File: config.mk
export PLATFORM = sky130hd
export DESIGN_NAME = round_referee
export DESIGN_NICKNAME = d
export VERILOG_FILES = /design/src/rtl/round_referee.sv
export SDC_FILE = /design/constraint.sdc
export NUM_CORES = 1
export LEC_CHECK = 0
export BUFFER_PORTS_ARGS = -buffer_cell sky130_fd_sc_hd__buf_2
export CORE_MARGIN = 2
export CORE_UTILIZATION = 56
export DETAILED_ROUTE_END_ITERATION = 12
export PLACE_DENSITY = 0.93
export SLEW_MARGIN = 20
export SYNTH_ARGS = -nofsm -noshare
export SYNTH_HDL_FRONTEND = slang
export SYNTH_SLANG_ARGS = --single-unit
File: constraint.sdc
create_clock -name Clk -period 4.5 [get_ports Clk]
set_input_delay 0.225 -clock Clk [delete_from_list [all_inputs] [get_ports Clk]]
set_output_delay 0.225 -clock Clk [all_outputs]
set_load 0.05 [all_outputs]
File: src/rtl/round_referee.sv
// Round referee: sequences play, decision, scoring and announce phases of a
// two-blob match and flags the round winner to the external score counter.
module round_referee #(
    parameter int WIN_POINTS      = 5,
    parameter int ROUND_FRAMES    = 1800,
    parameter int ANNOUNCE_FRAMES = 120
) (
    input  logic        Clk,
    input  logic        Reset,
    input  logic        frame_tick,
    input  logic        start,
    input  logic        white_eaten,
    input  logic        black_eaten,
    input  logic [9:0]  white_mass,
    input  logic [9:0]  black_mass,
    input  logic [7:0]  whitepoints,
    input  logic [7:0]  blackpoints,
    output logic        blackwon,
    output logic        whitewon,
    output logic        add,
    output logic        round_reset,
    output logic        match_over,
    output logic [2:0]  state_code,
    output logic [11:0] frames_left
);

    typedef enum logic [2:0] {
        IDLE      = 3'd0,
        PLAY      = 3'd1,
        DECIDE    = 3'd2,
        SCORE     = 3'd3,
        ANNOUNCE  = 3'd4,
        MATCH_END = 3'd5
    } state_t;

    localparam logic [11:0] ROUND_LOAD = 12'(ROUND_FRAMES);
    localparam logic [15:0] ANN_MAX    = 16'(ANNOUNCE_FRAMES);
    localparam logic [7:0]  WIN_PTS    = 8'(WIN_POINTS);

    state_t      state_q, state_d;
    logic [11:0] frames_q, frames_d;
    logic [15:0] ann_q, ann_d;
    logic        ann_first_q, ann_first_d;
    logic        white_ate_q, white_ate_d;
    logic        black_ate_q, black_ate_d;
    logic        timeout_q, timeout_d;
    logic        blackwon_q, blackwon_d;
    logic        whitewon_q, whitewon_d;
    logic        add_q, add_d;
    logic        round_reset_q, round_reset_d;
    logic        match_over_q, match_over_d;

    always_ff @(posedge Clk) begin
        if (Reset) begin
            state_q       <= IDLE;
            frames_q      <= ROUND_LOAD;
            ann_q         <= '0;
            ann_first_q   <= 1'b0;
            white_ate_q   <= 1'b0;
            black_ate_q   <= 1'b0;
            timeout_q     <= 1'b0;
            blackwon_q    <= 1'b0;
            whitewon_q    <= 1'b0;
            add_q         <= 1'b0;
            round_reset_q <= 1'b1;
            match_over_q  <= 1'b0;
        end else begin
            state_q       <= state_d;
            frames_q      <= frames_d;
            ann_q         <= ann_d;
            ann_first_q   <= ann_first_d;
            white_ate_q   <= white_ate_d;
            black_ate_q   <= black_ate_d;
            timeout_q     <= timeout_d;
            blackwon_q    <= blackwon_d;
            whitewon_q    <= whitewon_d;
            add_q         <= add_d;
            round_reset_q <= round_reset_d;
            match_over_q  <= match_over_d;
        end
    end

    always_comb begin
        state_d       = state_q;
        frames_d      = frames_q;
        ann_d         = ann_q;
        ann_first_d   = 1'b0;
        white_ate_d   = white_ate_q;
        black_ate_d   = black_ate_q;
        timeout_d     = timeout_q;
        blackwon_d    = blackwon_q;
        whitewon_d    = whitewon_q;
        add_d         = 1'b0;
        round_reset_d = 1'b1;
        match_over_d  = 1'b0;

        case (state_q)
            IDLE: begin
                frames_d = ROUND_LOAD;
                if (start) begin
                    state_d    = PLAY;
                    blackwon_d = 1'b0;
                    whitewon_d = 1'b0;
                end
            end

            PLAY: begin
                if (frame_tick && frames_q != '0) begin
                    frames_d = frames_q - 12'd1;
                end
                // Eaten cause wins over a timeout landing on the same cycle
                if (white_eaten || black_eaten) begin
                    state_d     = DECIDE;
                    white_ate_d = white_eaten;
                    black_ate_d = black_eaten;
                    timeout_d   = 1'b0;
                end else if (frame_tick && frames_q == 12'd1) begin
                    state_d     = DECIDE;
                    white_ate_d = 1'b0;
                    black_ate_d = 1'b0;
                    timeout_d   = 1'b1;
                end
            end

            DECIDE: begin
                state_d    = SCORE;
                blackwon_d = 1'b0;
                whitewon_d = 1'b0;
                if (white_ate_q && !black_ate_q) begin
                    blackwon_d = 1'b1;
                end else if (black_ate_q && !white_ate_q) begin
                    whitewon_d = 1'b1;
                end else if (white_mass > black_mass) begin
                    whitewon_d = 1'b1;
                end else if (black_mass > white_mass) begin
                    blackwon_d = 1'b1;
                end
                add_d = blackwon_d | whitewon_d;
            end

            SCORE: begin
                state_d     = ANNOUNCE;
                ann_d       = '0;
                ann_first_d = 1'b1;
            end

            ANNOUNCE: begin
                if (frame_tick && ann_q < ANN_MAX) begin
                    ann_d = ann_q + 16'd1;
                end
                // Points are read only after the counter has absorbed the add strobe
                if (!ann_first_q && ann_q >= ANN_MAX) begin
                    if (whitepoints >= WIN_PTS || blackpoints >= WIN_PTS) begin
                        state_d = MATCH_END;
                    end else begin
                        state_d    = PLAY;
                        frames_d   = ROUND_LOAD;
                        blackwon_d = 1'b0;
                        whitewon_d = 1'b0;
                    end
                end
            end

            MATCH_END: begin
                state_d = MATCH_END;
            end

            default: begin
                state_d  = IDLE;
                frames_d = ROUND_LOAD;
            end
        endcase

        round_reset_d = (state_d == IDLE) || (state_d == ANNOUNCE) ||
                        (state_d == MATCH_END);
        match_over_d  = (state_d == MATCH_END);
    end

    assign blackwon    = blackwon_q;
    assign whitewon    = whitewon_q;
    assign add         = add_q;
    assign round_reset = round_reset_q;
    assign match_over  = match_over_q;
    assign state_code  = state_q;
    assign frames_left = frames_q;

endmodule

==> results.rst <==
.. list-table::
   :header-rows: 1

   * - Metric
     - Value
   * - Result of the run
     - finished clean
   * - Global-route wire length before repair
     - 8.54 mm
   * - Layout overhead on the synthesized area
     - 18.7%
   * - Combinational share of power
     - 0.203
   * - Max Cap Viol
     - 0
   * - Post-detail-place hpwl
     - 4.06 mm
   * - Total congestion overflow
     - 0
   * - Smallest setup slack after layout
     - 2280 ps
   * - Net total in the final layout
     - 394
   * - I/O Pins
     - 62
   * - Data arrival time of the worst path
     - 2410 ps
   * - Cell type group with the largest total delay on the critical path
     - simple AND/OR/NAND/NOR gates
   * - Pin count of the biggest net entering global routing
     - 23
   * - Most frequent cell after synthesis
     - dfxtp_1
   * - Ratio of routed vias to standard cells
     - 5.89
   * - Warning count from the yosys run
     - 0
   * - Final weighted congestion in routability-driven placement
     - 0.876
   * - Hold-fix buffers, CTS
     - 0
   * - Detailed-route wire length per cell
     - 13.6 um
   * - LEAKAGE
     - 1.18 nW
   * - Number of enable-type register cells in the synthesized netlist
     - 0
   * - Internal portion of total power
     - 530 uW
   * - Share of the synthesized area in the top cell type
     - 0.346
   * - Most used flip-flop cell after synthesis
     - dfxtp_1
   * - Worst slack at placement
     - 2340 ps
   * - Count of standard-cell rows
     - 23
   * - Final-report setup violation count
     - 0
   * - Port Buffers
     - 61
   * - Type of the tightest min-delay check
     - input pin to flip-flop
   * - Global Route Usage Sum
     - 0.242
   * - Transition time at the pin with the least slew margin
     - 532 ps
   * - Clock edge transition at the registers on the reported setup and hold paths
     - 70 ps
   * - Bufs and invs on worst path
     - 1
   * - CTS root buffer
     - clkbuf_8
   * - Initial core utilization
     - 0.572
   * - Cell-by-cell trace of the critical path
     - inv_1 > ha_1 > nor4b_2 > nor4b_1 > a31oi_1 > a211o_1
   * - Final wirelength
     - 5.26 mm
   * - Largest clock skew in the final design
     - 8.65 ps
   * - Portion of total power attributed to sequential cells
     - 0.488
   * - IR drop worst, VDD
     - 0.264 mV
   * - Clock insertion delay at the later pin of the skew report
     - 290 ps
   * - Violation count after the first detailed-routing iteration
     - 129
   * - Sequential share of the synthesized area
     - 0.346
   * - Num CTS Buffers
     - 5
   * - Count of buffers added by post-CTS timing repair for setup
     - 0
   * - Worst Path Class, Setup
     - flip-flop to flip-flop
   * - Pins over their slew limit
     - 0
   * - Die Area
     - 0.00455 mm2
   * - First-pass iteration count of the detailed router
     - 5
   * - Power Density
     - 281 mW/mm2
   * - Post-detailed-route count of antenna-violating nets
     - 0
   * - Post-Syn Area
     - 0.00226 mm2
   * - Leading cell types by total area after synthesis
     - dfxtp_1 (35%), ha_1 (8.3%), nor2_1 (5.8%)
   * - Unrepaired setup endpoints after global routing
     - false
   * - Remaining max-slew budget at the tightest pin
     - 0.641
   * - CTS tree
     - yes
   * - Vias in the first global route
     - 2044
   * - Clock Path Buffers
     - 2
   * - Net count after synthesis
     - 334
   * - Slowest cell on the critical path
     - nor4b_1
   * - Final hold viol count
     - 0
   * - Final critical path time including I/O delays and setup
     - 2220 ps
   * - Proportion of register bits with asynchronous set or reset after synthesis
     - 0
   * - Number of antenna violations at the first check in global routing
     - 0
   * - PostCTS Resize Cnt
     - 0
   * - Data required time at the worst endpoint
     - 4680 ps
   * - Slowest cell delay on critical path
     - 470 ps
   * - Synth Instances
     - 277
   * - Period utilization
     - 0.494
   * - Clk network pwr share
     - 0.310
   * - Maximum fanout along the worst path
     - 6
   * - Antenna diode instance count
     - 0
   * - Area of the core
     - 0.00394 mm2
   * - Count of unresolved DRC violations after routing
     - 0
   * - Area leader, netlist
     - dfxtp_1
   * - Fraction of final layout cells sized beyond drive strength 1
     - 0.243
   * - CP endpoint kind
     - flip-flop
   * - Fmax achieved
     - 0.450 GHz
   * - Switching power
     - 224 uW
   * - Total number of clock tree sinks
     - 39
   * - Die Ht
     - 67.5 um
   * - Maximum level of the CTS H-tree
     - 2
   * - Syn_area_per_cell
     - 8.14 um2
   * - X dimension of the die
     - 67.5 um
   * - Crit path launch type
     - flip-flop
   * - Count of distinct cell types in the synthesized netlist
     - 54
   * - Post-synthesis sequential element count
     - 39
   * - Most used standard cells in the synthesized netlist
     - dfxtp_1 (39), nor2_1 (35), a21oi_1 (23)
   * - Vias post-DR
     - 2281
   * - Final-layout setup total negative slack
     - 0 ps
   * - Switching part of the total power
     - 0.297
logic make-up after synthesis:
group | count (synthesis) | share of synthesized area
multiplexers | 1 | 0.00444
flip-flops | 39 | 0.346
AO/OA/AOI/OAI | 73 | 0.220
buffers and inverters | 29 | 0.0494
XOR/XNOR | 1 | 0.00388
AND/OR/NAND/NOR | 119 | 0.293
adder cells (fa/ha/maj) | 15 | 0.0832
flip-flops by register name (all words and copies together), names as in the netlist:
register / flops
ann_q: 16
whitewon: 1
black_ate_q: 1
state_code: 3
blackwon: 1
ann_first_q: 1
frames_left: 12
add: 1
white_ate_q: 1
match_over: 1
round_reset: 1
layer usage:
layer,up-vias,GRT usage,routed length (um)
li1,1131,-,-
met1,1022,0.302,2270
met2,118,0.419,2410
met3,10,0.0500,501
met4,0,0.0689,75
met5,-,0,0
area by class of cell:
cell class | instances | area [um2]
Timing Repair Buffer | 61 | 305
Multi-Input combinational cell | 209 | 1360
Tap cell | 50 | 62.6
Clock buffer | 6 | 82.6
Fill cell | 316 | 1260
Clock inverter | 1 | 5.00
Inverter | 21 | 78.8
Sequential cell | 39 | 781
worst min-delay path, stage by stage:
cell and delay [ps]:
buf_2 90, a22oi_1 70, nor2_1 80
placed cells by master, fill, tap and decap left out, drive strengths merged, types with 2 or more instances in the layout:
cell type  count
dfxtp         39
nand2b         5
or2            4
inv           21
a22oi          3
clkbuf         6
a21oi         23
nor2b          5
or4            3
nor2          35
o21ai          9
nand3          8
a41oi          6
nor4           3
nand2         18
ha            15
o31ai          2
buf           61
nor4b          2
and3           4
nand4          7
a21o           5
a221o          3
or3            4
a221oi         2
o21a           2
a211o          3
a31oi          8
and2           2
nor3          13
power by group through the flow:
stage                     combinational (mW)  clock (mW)  sequential [mW]
after floorplan                       0.0808           0            0.398
after global placement                 0.146           0            0.375
after detailed placement               0.150           0            0.375
after CTS                              0.152       0.233            0.368
after global routing                   0.167       0.251            0.370
final                                  0.153       0.234            0.368
metrics by stage:
stage          cell area (um2)  power (mW)  std cells  utilization  hold WS [ps]
2_1_floorplan             2260       0.479        277            -           376
3_3_place_gp              2590       0.521        380        0.657           448
3_5_place_dp              2590       0.526        380        0.657           453
4_1_cts                   2680       0.753        387        0.679           223
5_1_grt                   2680       0.788        387        0.679           229
6_report                  2680       0.754        387        0.679           224
path summary, 6_finish.rpt:
kind	end	slack [ps]	from	depth (start not counted)
worst min-delay path	black_ate_q	220	black_eaten	3
worst max register to register	frames_left[10]	2280	frames_left[1]	6
worst max-delay path	frames_left[10]	2280	frames_left[1]	6
worst min register to register	whitewon	470	whitewon	1
No activity file was read; power rests on OpenSTA's default activity.
